$ cat config.mk
export PLATFORM = sky130hd
export DESIGN_NAME = pipe_stall_ctrl
export DESIGN_NICKNAME = d
export VERILOG_FILES = /design/src/rtl/pipe_stall_ctrl.sv
export SDC_FILE = /design/constraint.sdc
export NUM_CORES = 1
export LEC_CHECK = 0
export ABC_AREA = 0
export CORE_MARGIN = 5
export CORE_UTILIZATION = 36
export CTS_CLUSTER_SIZE = 40
export DETAILED_ROUTE_END_ITERATION = 8
export GPL_ROUTABILITY_DRIVEN = 0
export HOLD_SLACK_MARGIN = 0.08
export PLACE_DENSITY = 0.78
export SLEW_MARGIN = 20
export SYNTH_ARGS = -nofsm -noshare
export SYNTH_HDL_FRONTEND = slang
export SYNTH_SLANG_ARGS = --single-unit
$ cat constraint.sdc
create_clock -name clk -period 1.88 [get_ports clk]
set_input_delay 0.376 -clock clk [delete_from_list [all_inputs] [get_ports clk]]
set_output_delay 0.376 -clock clk [all_outputs]
set_load 0.05 [all_outputs]
$ cat src/rtl/pipe_stall_ctrl.sv
// Hazard stall controller for a 5-stage pipeline with a multicycle mult/div unit.
// Optional stall-cycle counter is built when STALL_PERF_CNT_EN is defined.
module pipe_stall_ctrl (
   input  logic       clk,
   input  logic       reset,
   input  logic [4:0] rs_ID,
   input  logic [4:0] rt_ID,
   input  logic       rs_use_ID,
   input  logic       rt_use_ID,
   input  logic       br_ID,
   input  logic       wr_EX,
   input  logic       ld_EX,
   input  logic [4:0] rd_EX,
   input  logic       ld_MEM,
   input  logic [4:0] rd_MEM,
   input  logic       md_start_EX,
   input  logic       md_div_EX,
   input  logic       md_use_ID,
`ifdef STALL_PERF_CNT_EN
   output logic [31:0] stall_cycles,
`endif
   output logic       En_PC,
   output logic       En_IF_ID,
   output logic       Clr_ID_EX,
   output logic       md_busy
);

   // state | meaning
   // IDLE  | mult/div unit free, accepts md_start_EX
   // BUSY  | computing; cnt holds remaining busy cycles
   typedef enum logic {IDLE = 1'b0, BUSY = 1'b1} state_t;

   state_t     state, state_nxt;
   logic [3:0] cnt, cnt_nxt;
   logic       stall;
   logic       hz_ld_ex, hz_br_ex, hz_br_mem, hz_md;

   function automatic logic match(input logic [4:0] r,
                                  input logic [4:0] rs, input logic [4:0] rt,
                                  input logic rs_use, input logic rt_use,
                                  input logic br);
      match = (r != 5'd0) &&
              ((((rs_use || br) && (rs == r))) || (((rt_use || br) && (rt == r))));
   endfunction

   assign md_busy = (state == BUSY);

   always_comb begin
      hz_ld_ex  = ld_EX && match(rd_EX, rs_ID, rt_ID, rs_use_ID, rt_use_ID, br_ID);
      hz_br_ex  = br_ID && wr_EX && match(rd_EX, rs_ID, rt_ID, rs_use_ID, rt_use_ID, br_ID);
      hz_br_mem = br_ID && ld_MEM && match(rd_MEM, rs_ID, rt_ID, rs_use_ID, rt_use_ID, br_ID);
      hz_md     = md_use_ID && (md_busy || md_start_EX);
      // Held in reset the pipeline must free-run, so hazards are masked.
      stall     = reset && (hz_ld_ex || hz_br_ex || hz_br_mem || hz_md);
      En_PC     = ~stall;
      En_IF_ID  = ~stall;
      Clr_ID_EX = stall;
   end

   always_ff @(posedge clk) begin
      if (!reset) begin
         state <= IDLE;
         cnt   <= 4'd0;
      end else begin
         state <= state_nxt;
         cnt   <= cnt_nxt;
      end
   end

   always_comb begin
      state_nxt = state;
      cnt_nxt   = cnt;
      case (state)
         IDLE: begin
            if (md_start_EX) begin
               cnt_nxt   = md_div_EX ? 4'd10 : 4'd5;
               state_nxt = BUSY;
            end
         end
         BUSY: begin
            cnt_nxt = cnt - 4'd1;
            if (cnt == 4'd1)
               state_nxt = IDLE;
         end
         default: begin
            state_nxt = IDLE;
            cnt_nxt   = 4'd0;
         end
      endcase
   end

`ifdef STALL_PERF_CNT_EN
   always_ff @(posedge clk) begin
      if (!reset)
         stall_cycles <= 32'd0;
      else if (stall && (stall_cycles != 32'hFFFF_FFFF))
         stall_cycles <= stall_cycles + 32'd1;
   end
`endif

endmodule

==> results of run 1 <==
## cell usage after synthesis (all sizes together), types with 2 or more instances
master and count:
ha 2, nor3 2, a21oi 4, mux2i 2, dfxtp 5, nor2b 5, or4 2, nand2 2
o21ai 5, xor2 8, nor4 2, nand4 2, o211ai 2, xnor2 12, inv 4, nor2 4
## worst max-delay path by stage
stage	start	slack, ns	cells after the start	endpoint
detailed placement	rd_EX[3]	-0.70	8	En_IF_ID
global placement	rd_EX[1]	-0.63	6	Clr_ID_EX
CTS	rd_MEM[3]	-0.34	6	Clr_ID_EX
floorplan	rd_MEM[1]	-0.36	5	En_PC
global route	rd_MEM[2]	-0.35	6	Clr_ID_EX
finish	rd_MEM[2]	-0.32	6	Clr_ID_EX
## report_power, final
group	internal [mW]	switching, mW
logic	0.140	0.125
registers	0.118	0.00772
clock network	0.0805	0.0482
## final cells by class
cell class	count	area share, %
clock buffer	4	2.263
multi-input combinational	63	46.88
tap	16	1.724
timing repair buffer	54	39.22
sequential	5	8.621
inverter	4	1.293
## metal layers
layer / up-vias / part of all wire (%)
met5: - / 0
met4: 0 / 2.1
met3: 4 / 7.0
met2: 29 / 51
met1: 353 / 39
li1: 376 / -
## stage by stage
stage	hold slack [ns]	util, %	instance area (um2)	total power, mW	cells
floorplan	0.4556	-	604.3	0.2427	74
global placement	0.4676	72.58	1106	0.3811	142
detailed placement	0.4800	72.58	1106	0.3889	142
CTS	0.4825	75.29	1147	0.5190	146
global route	0.5118	76.19	1161	0.5596	146
finish	0.4751	76.19	1161	0.5190	146
## cell families (layout without fill, tap and decap cells)
family	Yosys count	after routing
multiplexers	2	2
buffers and inverters	6	62
flip-flops	5	5
XOR/XNOR	20	20
AND/OR/NAND/NOR	22	22
AO/OA/AOI/OAI	17	17
adder cells (fa/ha/maj)	2	2
## worst max-delay path: stages
cell and delay, ns:
buf_6 0.09, or4_4 0.53, o2111ai_4 0.20, a21oi_2 0.06
or3_4 0.40, buf_12 0.16
## registers in the layout, indices dropped and copies added, names as in the netlist
name / count
cnt: 4
md_busy: 1
## repair_timing
| action | in CTS | in global routing |
|---|---|---|
| buffers inserted | 1 | 0 |
| pin swaps | 17 | 13 |
| gates cloned | 0 | 0 |
| resized for setup | 57 | 13 |
| setup endpoints to repair | 3 | 3 |
==> results.tsv, run 1 <==
metric	value	unit
Multi-input gate area	544.3	um2
Post-CTS Hold Buffers	0	
H-tree levels	1	
PD cells	446.9	mW/mm2
Hold Crit Start	cnt[3]$_SDFFE_PN0N_	
initial antenna violation count	0	
pre-CTS setup slack	-0.6970	ns
vias per std cell	5.219	
failing checks	negative setup slack	
first-pass GRT wire length	3.677	mm
TritonCTS Buffers	3	
Synth Area in XOR/XNOR	30.24	%
Post-Syn Area	579.3	um2
Clock Pin Slew Worst Setup and Hold Paths	0.04	ns
Mapped Cells	74	
largest family of logic cells by synthesized area	XOR/XNOR gates	
FF+latch count, synth	5	
Worst R2R End	cnt[2]$_SDFFE_PN0N_	
Clk Latency, worst-skew pair	0.25	ns
DRC	0	
drt pass-1 iters	3	
final hold vios	0	
Sink Count	5	
fmax	455.0	MHz
IO Count	35	
most common cell after layout, fill and taps aside	buf_4	
sequential cell area fraction in the yosys report	17.28	%
Clock Skews	0.003701	ns
fin nets	164	
largest net degree at the start of global routing	12	
die height	50.12	um
Yosys warnings	0	
Adder-Cell Fraction of Synth Area	4.320	%
CTS tree	done	
die area	0.002512	mm2
Seq. cell area	100.1	um2
share of cells above drive strength 1	37.69	%
Yosys top cell area share	18.14	%
port buffer count	34	
data arrival time of the critical path	1.82	ns
async set-reset flop share out of synthesis	0	%
hold path endpoint	md_busy$_SDFF_PN0_	
area leader, netlist	xnor2_1	
Worst Setup End Kind	output port	
Compound-Gate Fraction of Synth Area	18.57	%
GR Util met1	18.72	%
Ant. Diodes	0	
slew of the pin with the lowest slew margin	0.2560	ns
simple-gate share of the synthesized area	21.60	%
EDFF count, synth	0	
setup violators final	3	
Tcrit/Tclk final	116.9	%
Die X	50.12	um
multiplexer area fraction after synthesis	3.456	%
Leakage Power	0.5016	nW
final WL	2.253	mm
final worst slack	-0.3179	ns
Critical R2R Launch	cnt[0]$_SDFFE_PN0N_	
count of final max-slew check failures	0	
Startpoint Class	input port	
status	complete, but fails checks	
Max-Cap Viols	0	
clock root buffer	clkbuf_4	
CP Class	in -> out	
Layout fillers	120	
R2R cell count	4	
Synthesized Nets	107	
area delta synth->final	100.4	%
Max IR drop VDD	428.4	uV
largest cells by area after synthesis	xnor2_1, dfxtp_1, xor2_1	
fin crit period	2.198	ns
Synth cell types	27	
commonest non-fill, non-tap cells in the layout	buf_4, xnor2_1, dlygate4sd2_1, clkdlybuf4s50_1, xor2_1	
worst-path fanout max	2	
slew margin rel.	82.86	%
CP required	1.50	ns
met2 GRT Util	36.82	%
RSZ-0062 raised after global routing	yes	
met3 usage	4.217	%
gr usage total	19.17	%
total negative slack	-0.8984	ns
Final ANT Viol Nets	0	
Max Buffers Root-to-Sink	2	
wire per inst	15.43	um
main flop type after synthesis	dfxtp_1	
grt ovf	0	
DP HPWL	1.795	mm
gr busiest metal	met2	
R2R setup slack	0.78	ns
vias	762	
Post-Syn Area per Cell	7.828	um2
vias in the first global route	820	
core area	0.001524	mm2
DRT iter0 DRCs	2	
Initial Util	38.01	%
type of the worst min-delay path	reg -> reg	
Rows	14	
hold depth	2	
No activity file was read; power rests on OpenSTA's default activity.
==> run 2, diff against run 1 <==
- CELL_PAD_IN_SITES_DETAIL_PLACEMENT: default -> 1
- CELL_PAD_IN_SITES_GLOBAL_PLACEMENT: default -> 2
- CORE_ASPECT_RATIO: default -> 2
- CORE_UTILIZATION: 36 -> 18
- PLACE_DENSITY: 0.78 -> default
- PLACE_DENSITY_LB_ADDON: default -> 0.1
==> results.tsv, run 2 (same netlist as run 1, synthesis figures left out) <==
metric	value	unit
status	complete, but fails checks	
failing checks	negative setup slack	
worst path bufs/invs	2	
port buffer count	34	
slew of the pin with the lowest slew margin	0.3525	ns
Multi-input gate area	570.5	um2
commonest non-fill, non-tap cells in the layout	buf_4, xnor2_1, buf_6	
Stages on worst setup path	6	
Final ANT Viol Nets	0	
Top Family by Delay on Critical Path	simple AND/OR/NAND/NOR gates	
vias per std cell	4.796	
Max-Cap Viols	0	
Max Buffers Root-to-Sink	2	
max reg flops	4	
final WL	2.700	mm
CP required	1.50	ns
hold depth	2	
largest net degree at the start of global routing	12	
Post-CTS Hold Buffers	0	
Ant. Diodes	0	
R2R cell count	4	
final worst slack	-0.2487	ns
Layout Cells excl Fill	162	
Sink Count	5	
Max stage delay on crit path	0.53	ns
DRT iter0 DRCs	6	
slew margin rel.	76.32	%
vias	777	
H-tree levels	1	
crit-path cells	buf_6 -> or4_4 -> o2111ai_2 -> a21oi_2 -> or3_4 -> buf_12	
gr usage total	12.06	%
share of cells above drive strength 1	45.80	%
cell count after placement	157	
fin nets	165	
die height	90.23	um
fin crit period	2.129	ns
data arrival time of the critical path	1.75	ns
Tcrit/Tclk final	113.2	%
CP Class	in -> out	
Clock Pin Slew Worst Setup and Hold Paths	0.04	ns
Max IR drop VDD	429.8	uV
drt pass-1 iters	4	
Leakage Power	0.5494	nW
CTS tree	done	
Clock Skews	0.001921	ns
PD cells	490.6	mW/mm2
most common cell after layout, fill and taps aside	buf_4	
worst-path fanout max	2	
type of the worst min-delay path	reg -> reg	
Max stage delay cell, worst path	or4_4	
Initial Util	18.35	%
Seq. cell area	100.1	um2
setup violators final	3	
TritonCTS Buffers	3	
wire per inst	16.67	um
RSZ-0062 raised after global routing	yes	
final hold vios	0	
Worst Setup End Kind	output port	
count of final max-slew check failures	0	
die area	0.004522	mm2
vias in the first global route	833	
Startpoint Class	input port	
grt ovf	0	
clock root buffer	clkbuf_8	
Clk Latency, worst-skew pair	0.22	ns
first-pass GRT wire length	4.105	mm
power consumption	0.6151	mW
initial antenna violation count	0	
DP HPWL	2.330	mm
fmax	469.8	MHz
core area	0.003157	mm2
IO Count	35	
Die X	50.12	um
area delta synth->final	116.4	%
Layout fillers	377	
Biggest register	cnt	
Rows	29	
DRC	0	
==> run 2: per-layer routing <==
metal / part of all wire [%] / track usage (%) / vias up
met2: 66 / 25.63 / 21
met4: 1.5 / 4.595 / 0
met3: 5.0 / 2.483 / 4
li1: - / - / 379
met1: 28 / 9.265 / 373
met5: 0 / 0 / -
==> run 2: repair_timing <==
action | in CTS | in global routing
resized for setup | 64 | 36
endpoints found under the setup margin | 3 | 3
buffers inserted | 0 | 1
pin swaps | 15 | 20
==> run 2: layout make-up <==
cell class	count	share of cell area, %
inverter	4	1.198
tap	31	3.094
clock buffer	4	3.593
multi-input combinational	63	45.51
sequential	5	7.984
timing repair buffer	55	38.62
==> run 2: worst paths after layout <==
path,slack (ns),to,start
setup reg to reg,0.74,cnt[2]$_SDFFE_PN0N_,cnt[0]$_SDFFE_PN0N_
hold reg to reg,0.50,cnt[3]$_SDFFE_PN0N_,cnt[3]$_SDFFE_PN0N_
setup / recovery,-0.25,Clr_ID_EX,rd_MEM[2]
hold / removal,0.50,cnt[3]$_SDFFE_PN0N_,cnt[3]$_SDFFE_PN0N_
==> run 2: per-stage QoR <==
step	hold slack, ns	area, um2	util, %	setup slack, ns	TNS (ns)
after floorplan	0.4556	604.3	-	-0.3645	-0.6839
after global placement	0.4944	1125	35.63	-0.7634	-2.238
after detailed placement	0.5011	1125	35.63	-0.7751	-2.256
after CTS	0.5098	1190	37.69	-0.3243	-0.9586
after global routing	0.5187	1254	39.71	-0.3240	-0.9349
final	0.5041	1254	39.71	-0.2487	-0.7082
==> run 2: tightest hold or removal path, stage by stage, from the launching register on <==
cell and delay [ns]:
dfxtp_1 0.32, a21oi_1 0.06, nor2b_1 0.09
==> run 2: report_power, final <==
part	leakage, nW	internal (mW)	switching (mW)
Sequential	0.0416	0.118	0.00760
Clock	0.0228	0.146	0.0560
Combinational	0.485	0.152	0.136
==> run 3, diff against run 2 <==
- CAP_MARGIN: default -> 20
==> results of run 3 <==
No change in the layout: final DEF, timing and power equal those of run 2.
